$ cat src/rtl/instr_sequencer.sv
// Instruction sequencer: fetch / decode / dispatch to ALU, load-store and branch FSMs, then retire.
// Optional watchdog on EXEC enabled by defining SEQ_WATCHDOG_EN.
module instr_sequencer (
    input  logic        clk,
    input  logic        rst,
    input  logic        run,
    output logic        imemReq,
    input  logic        imemAck,
    input  logic [15:0] imemData,
    output logic [15:0] ir,
    output logic        aluStart,
    input  logic        aluDone,
    output logic        memStart,
    input  logic        memDone,
    output logic        brStart,
    input  logic        brDone,
    input  logic        brTaken,
    output logic        pcInc,
    output logic        pcLoad,
    output logic        halted,
    output logic        fault
);

    typedef enum logic [2:0] {
        S_IDLE,
        S_FETCH,
        S_DECODE,
        S_EXEC,
        S_RETIRE,
        S_HALT,
        S_FAULT
    } state_t;

    state_t      state_reg;
    state_t      state_next;
    logic [15:0] ir_reg;
    logic        br_taken_reg;

    logic is_alu;
    logic is_mem;
    logic is_br;
    logic is_nop;
    logic is_halt;
    logic unit_done;
    logic wd_expired;

    // ir is held between fetches, so class decode stays valid through EXEC and RETIRE.
    always_comb begin
        is_alu  = ir_reg[15];
        is_mem  = (ir_reg[15:14] == 2'b01);
        is_br   = (ir_reg[15:13] == 3'b001);
        is_nop  = (ir_reg == 16'h0000);
        is_halt = (ir_reg[15:12] == 4'b0001);
    end

    assign unit_done = (is_alu & aluDone) | (is_mem & memDone) | (is_br & brDone);

`ifdef SEQ_WATCHDOG_EN
    logic [5:0] wd_count_reg;

    always_ff @(posedge clk) begin
        if (rst) begin
            wd_count_reg <= 6'd0;
        end else if (state_reg == S_DECODE) begin
            wd_count_reg <= 6'd0;
        end else if (state_reg == S_EXEC && !unit_done) begin
            wd_count_reg <= wd_count_reg + 6'd1;
        end
    end

    // Count equals (EXEC cycle index - 1): 63 means this is the 64th EXEC cycle.
    assign wd_expired = (wd_count_reg == 6'd63);
`else
    assign wd_expired = 1'b0;
`endif

    always_ff @(posedge clk) begin
        if (rst) begin
            state_reg    <= S_IDLE;
            ir_reg       <= 16'h0000;
            br_taken_reg <= 1'b0;
        end else begin
            state_reg <= state_next;
            if (state_reg == S_FETCH && imemAck) begin
                ir_reg <= imemData;
            end
            if (state_reg == S_EXEC && is_br && brDone) begin
                br_taken_reg <= brTaken;
            end
        end
    end

    always_comb begin
        state_next = state_reg;
        unique case (state_reg)
            S_IDLE: begin
                if (run) state_next = S_FETCH;
            end
            S_FETCH: begin
                if (imemAck) state_next = S_DECODE;
            end
            S_DECODE: begin
                if (is_alu || is_mem || is_br) state_next = S_EXEC;
                else if (is_nop)               state_next = S_RETIRE;
                else if (is_halt)              state_next = S_HALT;
                else                           state_next = S_FAULT;
            end
            S_EXEC: begin
                if (unit_done)       state_next = S_RETIRE;
                else if (wd_expired) state_next = S_FAULT;
            end
            S_RETIRE: begin
                state_next = run ? S_FETCH : S_IDLE;
            end
            S_HALT:  state_next = S_HALT;
            S_FAULT: state_next = S_FAULT;
            default: state_next = S_IDLE;
        endcase
    end

    always_comb begin
        imemReq  = 1'b0;
        aluStart = 1'b0;
        memStart = 1'b0;
        brStart  = 1'b0;
        pcInc    = 1'b0;
        pcLoad   = 1'b0;
        halted   = 1'b0;
        fault    = 1'b0;
        unique case (state_reg)
            S_FETCH:  imemReq = 1'b1;
            S_DECODE: begin
                aluStart = is_alu;
                memStart = is_mem;
                brStart  = is_br;
            end
            S_RETIRE: begin
                pcLoad = is_br & br_taken_reg;
                pcInc  = ~(is_br & br_taken_reg);
            end
            S_HALT:   halted = 1'b1;
            S_FAULT:  fault  = 1'b1;
            default:  ;
        endcase
    end

    assign ir = ir_reg;

endmodule
$ cat config.mk
export PLATFORM = sky130hd
export DESIGN_NAME = instr_sequencer
export DESIGN_NICKNAME = d
export VERILOG_FILES = /design/src/rtl/instr_sequencer.sv
export SDC_FILE = /design/constraint.sdc
export NUM_CORES = 1
export LEC_CHECK = 0
export CORE_MARGIN = 3
export CORE_UTILIZATION = 36
export CTS_CLUSTER_DIAMETER = 40
export DETAILED_ROUTE_END_ITERATION = 10
export GPL_ROUTABILITY_DRIVEN = 0
export GPL_TIMING_DRIVEN = 0
export PLACE_DENSITY = 0.85
export RECOVER_POWER = 100
export SLEW_MARGIN = 30
export SYNTH_ARGS = -nofsm -noshare
export SYNTH_HDL_FRONTEND = slang
export SYNTH_SLANG_ARGS = --single-unit
export TNS_END_PERCENT = 10
$ cat constraint.sdc
create_clock -name clk -period 1.32 [get_ports clk]
set_input_delay 0.132 -clock clk [delete_from_list [all_inputs] [get_ports clk]]
set_output_delay 0.132 -clock clk [all_outputs]
set_load 0.01 [all_outputs]
# --- After elaboration in Yosys (flattened, before gate mapping) ---
# Index checks and enable logic that the tools add are counted.
word_totals:
  output_inout_bits: 24
  inputBits: 24
  word_cells: 46
  ff_bits: 20
classes:
  bitwise: 7
  n_eq_ne: 12
  mux: 16
  reduce_logical: 8
op_table:
  columns: ["cell", "count"]
  rows:
  - ["3-bit case mux with 7 select lines", 1]
  - ["16-bit zero test", 1]
  - ["3-bit 2-to-1 mux", 4]
  - ["3-bit == test, second input constant", 3]
  - ["1-bit 2-to-1 mux", 9]
  - ["3-bit by 1-bit == test with 1-bit output, second input constant", 2]
  - ["3-bit by 2-bit == test with 1-bit output, second input constant", 2]
  - ["2-bit inequality test, second input constant", 3]
  - ["1-bit AND", 4]
  - ["4-bit by 1-bit == test with 1-bit output, second input constant", 1]
  - ["2-bit 2-to-1 mux", 2]
  - ["1-bit logical AND", 3]
  - ["3-bit zero test", 1]
  - ["3-bit AND reduction", 1]
  - ["2-bit by 1-bit == test with 1-bit output, second input constant", 1]
  - ["1-bit logical OR", 2]
  - ["1-bit bitwise OR", 2]
  - ["1-bit NOT", 1]

# --- Logic depth before layout (Yosys ltp) ---
# Gate-level depths: netlist of run 1.
logic_depth:
  ltp_word: 6
  mapped_depth: 6
  depth_no_buf: 4

# --- Worst setup path after synthesis of run 1 ---
# OpenSTA, ideal clock, no wires.
synth_timing:
  kind: "register to register"
  from: "register state_reg[0]"
  to: "register ir_reg[15], in the netlist ir[15]"
  t_arrival_ns: 1.257
  required_time_ns: 1.190
  period_less_slack_ns: 1.387
  path_stages_with_launch: 6
  setup_time_ns: 0.130
  n_path_buf: 1
  slack_ns: -0.067
  cell_sequence: "dfxtp_1 > nor3b_2 > nand2_1 > clkbuf_1 > nand2_1 > a21oi_2"
synth_via:
  elab_chain_len: 2
synth_rtl:
  columns: ["element", "line_no", "source"]
  rows:
  - ["start: declaration", "34", "state_t state_reg;"]
  - ["start signal: assignment", "83", "state_reg <= state_next;"]
  - ["3-bit by 1-bit == test with 1-bit output", "84", "if (state_reg == S_FETCH && imemAck) begin"]
  - ["1-bit logical AND", "84", null]
  - ["end signal: assignment", "85", "ir_reg <= imemData;"]
  - ["end: declaration", "36", "logic [15:0] ir_reg;"]
# Every way passes these cells.
# A chain may end at the register's enable or synchronous reset.

# --- Worst setup path after layout of run 1 ---
layout_timing:
  from: "register state_reg[0]"
  to: "output memStart"
layout_via:
  elab_chain_len: 2
layout_rtl:
  columns: ["element", "line_no", "source"]
  rows:
  - ["3-bit by 2-bit == test with 1-bit output", "130", "unique case (state_reg)"]
  - ["1-bit 2-to-1 mux", "130", null]
  - ["end: declaration", "13", "output logic memStart,"]
# Every way passes these cells.

==> flow_metrics.env, run 1 <==
export IMPL_status="complete, but fails checks"
export IMPL_violations="negative setup slack"
export IMPL_drtIter0Drc=23
export IMPL_overflow=0
export IMPL_synth_area_leaders="dfxtp_1, nand2_1, a21oi_2, nand2_2, a21oi_1"
export IMPL_core_area_um2=2610
export IMPL_grt_usage=0.174
export IMPL_synth_ff_type="dfxtp_1"
export IMPL_die_w_um=59.6
export IMPL_vias_per_cell=5.27
export IMPL_area_sequential_um2=417
export IMPL_dr_pass1_iters=4
export IMPL_drc=0
export IMPL_clkSlewWorstSetupHoldPaths_ns=0.12
export IMPL_rsz0062_at_grt="yes"
export IMPL_p_switching_uw=772
export IMPL_grt_max_degree=13
export IMPL_cts_buffers=3
export IMPL_vdd_drop_max_mv=0.895
export IMPL_multiInputGateArea_um2=627
export IMPL_finalHoldViolCount=0
export IMPL_wl_per_cell_um=13.6
export IMPL_synth_commonest_cells="nand2_1, dfxtp_1, a21oi_2, nand2_2, a21oi_1"
export IMPL_synth_seq_cells=20
export IMPL_timing_rr_end="ir[15]"
export IMPL_r2r_start="state_reg[0]"
export IMPL_yosysUniqueCellTypes=32
export IMPL_fp_dieH_um=59.6
export IMPL_criticalPathCategory="reg -> out"
export IMPL_cts_tree="yes"
export IMPL_clkPwrFrac=0.220
export IMPL_fmax_ghz=0.687
export IMPL_routed_wirelength_um=2870
export IMPL_htreeDepth=1
export IMPL_fillers=202
export IMPL_hold_slack_ns=0.345
export IMPL_async_flop_share=0
export IMPL_ant_nets=0
export IMPL_grt_pass1_vias=1141
export IMPL_synth_top_area_frac=0.387
export IMPL_timing_final_crit_share=1.10
export IMPL_start_kind="flop"
export IMPL_reg2reg_depth=7
export IMPL_dieArea_um2=3550
export IMPL_num_rows=18
export IMPL_grt_pass1_wl_um=4770
export IMPL_intPower_uw=1550
export IMPL_synth_top_cell_by_area="dfxtp_1"
export IMPL_ff2ff_setup_slack_ns=-0.08
export IMPL_switching_share=0.332
export IMPL_clock_path_buffers=2
export IMPL_crit_start="state_reg[0]"
export IMPL_skew_ns=0.0127
export IMPL_synthCells=124
export IMPL_max_cap_violations=0
export IMPL_hold_class="in -> reg"
export IMPL_cp_end_kind="output pin"
export IMPL_start_util=0.396
export IMPL_max_slew_margin_rel=0.658
export IMPL_leakage_uw=0.000694
export IMPL_antenna_found_initial=0
export IMPL_powerDensity_nw_per_um2=1370
export IMPL_synthesis_area_um2=1030
export IMPL_crit_arrival_ns=1.32
export IMPL_period_needed_ns=1.46
export IMPL_largest_reg_flops=16
export IMPL_clkSinkCount=20
export IMPL_setup_slack_ns=-0.136
export IMPL_vias=1117
export IMPL_total_power_uw=2320
export IMPL_ctsHoldBuffers=0
export IMPL_crit_required_ns=1.19
export IMPL_setup_worst_path_end="memStart"
export IMPL_synth_most_common_cell="nand2_1"
export IMPL_yosys_warnings=0
export IMPL_worstMarginPinSlew_ns=0.513
export IMPL_nets=207
export IMPL_power_frac_comb=0.439
export IMPL_seqPwrFrac=0.341
export IMPL_ios=48
export IMPL_syn_to_final_growth_pct=63.2
export IMPL_path_max_fanout=7
export IMPL_io_buffer_count=47
export IMPL_cts_root_buf="clkbuf_4"
export IMPL_syn_area_per_cell_um2=8.34
export IMPL_clock_latency_ns=0.32
export IMPL_finalSetupViolCount=18
export IMPL_diodes=0
export IMPL_synth_fp_nets=148
export IMPL_ys_seq_area_frac=0.387
export IMPL_layout_drive_gt1_share=0.390
export IMPL_synth_edf_count=0
export IMPL_dp_hpwl_um=2100
export IMPL_report_final_slew_viol_count=0
[placed cells by master, fill, tap and decap left out, types with 4 or more instances in the layout]
master,n
nand2_2,11
dlygate4sd2_1,16
a21oi_2,11
nor2_1,6
clkdlybuf4s50_1,23
nand2_1,26
a21oi_1,8
dfxtp_1,13
buf_4,7
dfxtp_2,4
buf_2,10
[through the flow]
stage	instances	area, um^2	util	worst slack (ns)	setup TNS [ns]
after floorplan	124	1040	-	-0.0137	-0.0137
after global placement	201	1550	0.593	-0.447	-5.42
after detailed placement	201	1550	0.593	-0.448	-5.52
after CTS	210	1650	0.630	-0.133	-1.48
after global routing	212	1690	0.647	-0.224	-3.12
final	212	1690	0.647	-0.136	-1.23
[worst max-delay path, cell delays in order (launching register included)]
cell	delay (ns)
dfxtp_4	0.36
buf_6	0.13
nand2b_4	0.16
nor4b_2	0.20
buf_2	0.17
[how the worst min path moves through the flow]
stage	from	endpoint	cells after the start
global route	imemData[11]	ir[11]	3
CTS	imemData[5]	ir[5]	3
detailed placement	ir[6]	ir[6]	2
global placement	ir[3]	ir[3]	2
finish	imemData[6]	ir[6]	3
floorplan	imemData[0]	ir[0]	2
[routing by layer]
metal	share of wire	GRT usage
met1	0.40	0.200
met2	0.49	0.304
met3	0.095	0.0588
met4	0.013	0.0538
met5	0	0
[what timing repair did]
action | in CTS | in global routing
buffers inserted | 5 | 2
setup endpoints to repair | 37 | 26
pin swaps | 2 | 0
gates resized for setup | 73 | 9
[cells by family (layout without fill, tap and decap cells)]
group | after synthesis | after routing | share of synthesized area
compound gates | 28 | 28 | 0.193
xor+xnor | 1 | 1 | 0.00847
buf+inv | 10 | 68 | 0.0641
flops | 20 | 20 | 0.387
simple gates | 65 | 65 | 0.347
[power by group through the flow]
stage               Combinational [uW]  Sequential (uW)  Clock (uW)
floorplan                          518              813           0
global placement                   855              795           0
detailed placement                 876              800           0
CTS                                969              786         518
global route                      1110              808         547
finish                            1020              792         510
[final cells by class]
cell class | count | area share
timing repair buffer | 54 | 0.274
multi-input combinational | 94 | 0.371
sequential | 20 | 0.247
buffer | 8 | 0.0489
clock inverter | 1 | 0.0178
inverter | 2 | 0.00593
tap | 30 | 0.0222
clock buffer | 3 | 0.0133
No activity file was read; power rests on OpenSTA's default activity.
==> inputs of run 2 (changes only) <==
- CORE_UTILIZATION: 36 -> 31
- PLACE_DENSITY: 0.85 -> 0.77
==> run 2 against run 1 <==
  * Clock skew shrank 0.0071 ns
  * Final area grew 2.4%
  * Worst setup slack lost 0.043 ns
  * Non-clock buffer count grew 1
  * Critical path depth is the same
  * Combinational power grew 11%
  * Clock power shrank 44%
  * The run still ends with negative setup slack left
  * Die area grew 14%
  * Highest routed layer unchanged
==> flow_metrics.env, run 2 (same netlist as run 1, synthesis figures left out) <==
export IMPL_htreeDepth=1
export IMPL_period_needed_ns=1.50
export IMPL_clkPwrFrac=0.130
export IMPL_io_buffer_count=47
export IMPL_area_sequential_um2=414
export IMPL_cp_top_family="simple AND/OR/NAND/NOR gates"
export IMPL_clkSinkCount=20
export IMPL_drtIter0Drc=42
export IMPL_wl_met3_um=181
export IMPL_fmax_ghz=0.667
export IMPL_grt_usage=0.153
export IMPL_clock_latency_ns=0.30
export IMPL_cts_root_buf="clkbuf_4"
export IMPL_report_final_slew_viol_count=0
export IMPL_grt_max_degree=11
export IMPL_vias=1100
export IMPL_p_switching_uw=810
export IMPL_status="complete, but fails checks"
export IMPL_path_max_fanout=5
export IMPL_grt_pass1_vias=1058
export IMPL_max_stage_delay_ns=0.37
export IMPL_dp_cells=215
export IMPL_grt_pass1_wl_um=4940
export IMPL_crit_required_ns=1.19
export IMPL_drc=0
export IMPL_max_cap_violations=0
export IMPL_switching_share=0.366
export IMPL_fin_cells=226
export IMPL_ant_nets=0
export IMPL_layout_drive_gt1_share=0.379
export IMPL_rsz0062_at_grt="yes"
export IMPL_nets=208
export IMPL_placed_area_um2=1570
export IMPL_ctsHoldBuffers=0
export IMPL_vias_per_cell=4.87
export IMPL_clock_path_buffers=2
export IMPL_crit_arrival_ns=1.37
export IMPL_cp_cell_sequence="buf_6, nand2b_4, nor4b_4, buf_2"
export IMPL_vdd_drop_max_mv=0.709
export IMPL_antenna_found_initial=0
export IMPL_skew_ns=0.00564
export IMPL_power_frac_comb=0.509
export IMPL_num_rows=20
export IMPL_worstMarginPinSlew_ns=0.542
export IMPL_finalHoldViolCount=0
export IMPL_utilization=0.553
export IMPL_setup_slack_ns=-0.179
export IMPL_powerDensity_nw_per_um2=1280
export IMPL_hold_class="in -> reg"
export IMPL_timing_final_crit_share=1.14
export IMPL_final_area_um2=1730
export IMPL_dr_wl_met2_um=1630
export IMPL_final_common_cell="nand2_1"
export IMPL_start_kind="flop"
export IMPL_dp_hpwl_um=2110
export IMPL_core_area_um2=3130
export IMPL_crit_buf_inv=2
export IMPL_cp_slowest_cell="dfxtp_4"
export IMPL_cts_buffers=3
export IMPL_violations="negative setup slack"
export IMPL_cp_end_kind="output pin"
export IMPL_intPower_uw=1400
export IMPL_overflow=0
export IMPL_leakage_uw=0.000710
export IMPL_seqPwrFrac=0.361
export IMPL_dr_pass1_iters=4
export IMPL_wl_met1_um=1310
export IMPL_top_layer="met4"
export IMPL_finalSetupViolCount=20
export IMPL_wl_per_cell_um=14.0
export IMPL_syn_to_final_growth_pct=67.1
export IMPL_diodes=0
export IMPL_cts_tree="yes"
export IMPL_criticalPathCategory="reg -> out"
export IMPL_largest_reg_flops=16
export IMPL_max_slew_margin_rel=0.639
export IMPL_dieArea_um2=4070
export IMPL_fillers=299
export IMPL_die_w_um=63.8
export IMPL_routed_wirelength_um=3160
export IMPL_clkSlewWorstSetupHoldPaths_ns=0.11
export IMPL_multiInputGateArea_um2=663
export IMPL_ios=48
export IMPL_start_util=0.331
export IMPL_layout_common_cells="nand2_1, clkdlybuf4s50_1, dlygate4sd2_1"
export IMPL_fp_dieH_um=63.8
[run 2: worst register-to-register path: cells and delay by family (launching register included)]
family | cells | cell delay (ns)
AOI/OAI and AO/OA | 3 | 0.72
buffers and inverters | 2 | 0.25
DFF | 1 | 0.37
[run 2: worst paths after layout]
kind,endpoint,depth (start not counted),slack (ns),start
setup reg to reg,state_reg[0],5,-0.13,state_reg[0]
hold reg to reg,ir[2],2,0.48,ir[2]
hold / removal,ir[1],3,0.37,imemData[1]
setup / recovery,memStart,4,-0.18,state_reg[0]
[run 2: power groups by stage]
stage / logic [uW] / registers [uW] / clock network [uW]
floorplan: 518 / 813 / 0
global placement: 861 / 795 / 0
detailed placement: 888 / 798 / 0
CTS: 1020 / 791 / 291
global route: 1210 / 810 / 328
finish: 1130 / 800 / 287
[run 2: routing by layer]
| metal | vias up | global-route usage |
|---|---|---|
| met5 | - | 0 |
| met4 | 0 | 0.0404 |
| met3 | 6 | 0.0457 |
| met2 | 29 | 0.270 |
| met1 | 520 | 0.179 |
| li1 | 545 | - |
[run 2: through the flow]
stage          setup WS (ns)  hold slack [ns]  total power (uW)  TNS [ns]
6_report              -0.179            0.372              2210     -2.32
3_3_place_gp          -0.447            0.459              1660     -5.12
5_1_grt               -0.241            0.366              2340     -3.81
4_1_cts               -0.159            0.377              2100     -1.83
2_1_floorplan        -0.0137            0.259              1330   -0.0137
3_5_place_dp          -0.575            0.470              1690     -5.76
[run 2: final cells by class]
| cell class | count | area share |
|---|---|---|
| Tap cell | 44 | 0.0318 |
| Multi-Input combinational cell | 94 | 0.384 |
| Inverter | 2 | 0.00579 |
| Buffer | 8 | 0.0499 |
| Timing Repair Buffer | 55 | 0.276 |
| Clock buffer | 3 | 0.0130 |
| Sequential cell | 20 | 0.240 |
[run 2: timing repair]
item | 4_1_cts | 5_1_grt
buffers inserted | 6 | 2
pin swaps | 2 | 1
resized for setup | 68 | 14
endpoints found under the setup margin | 37 | 28
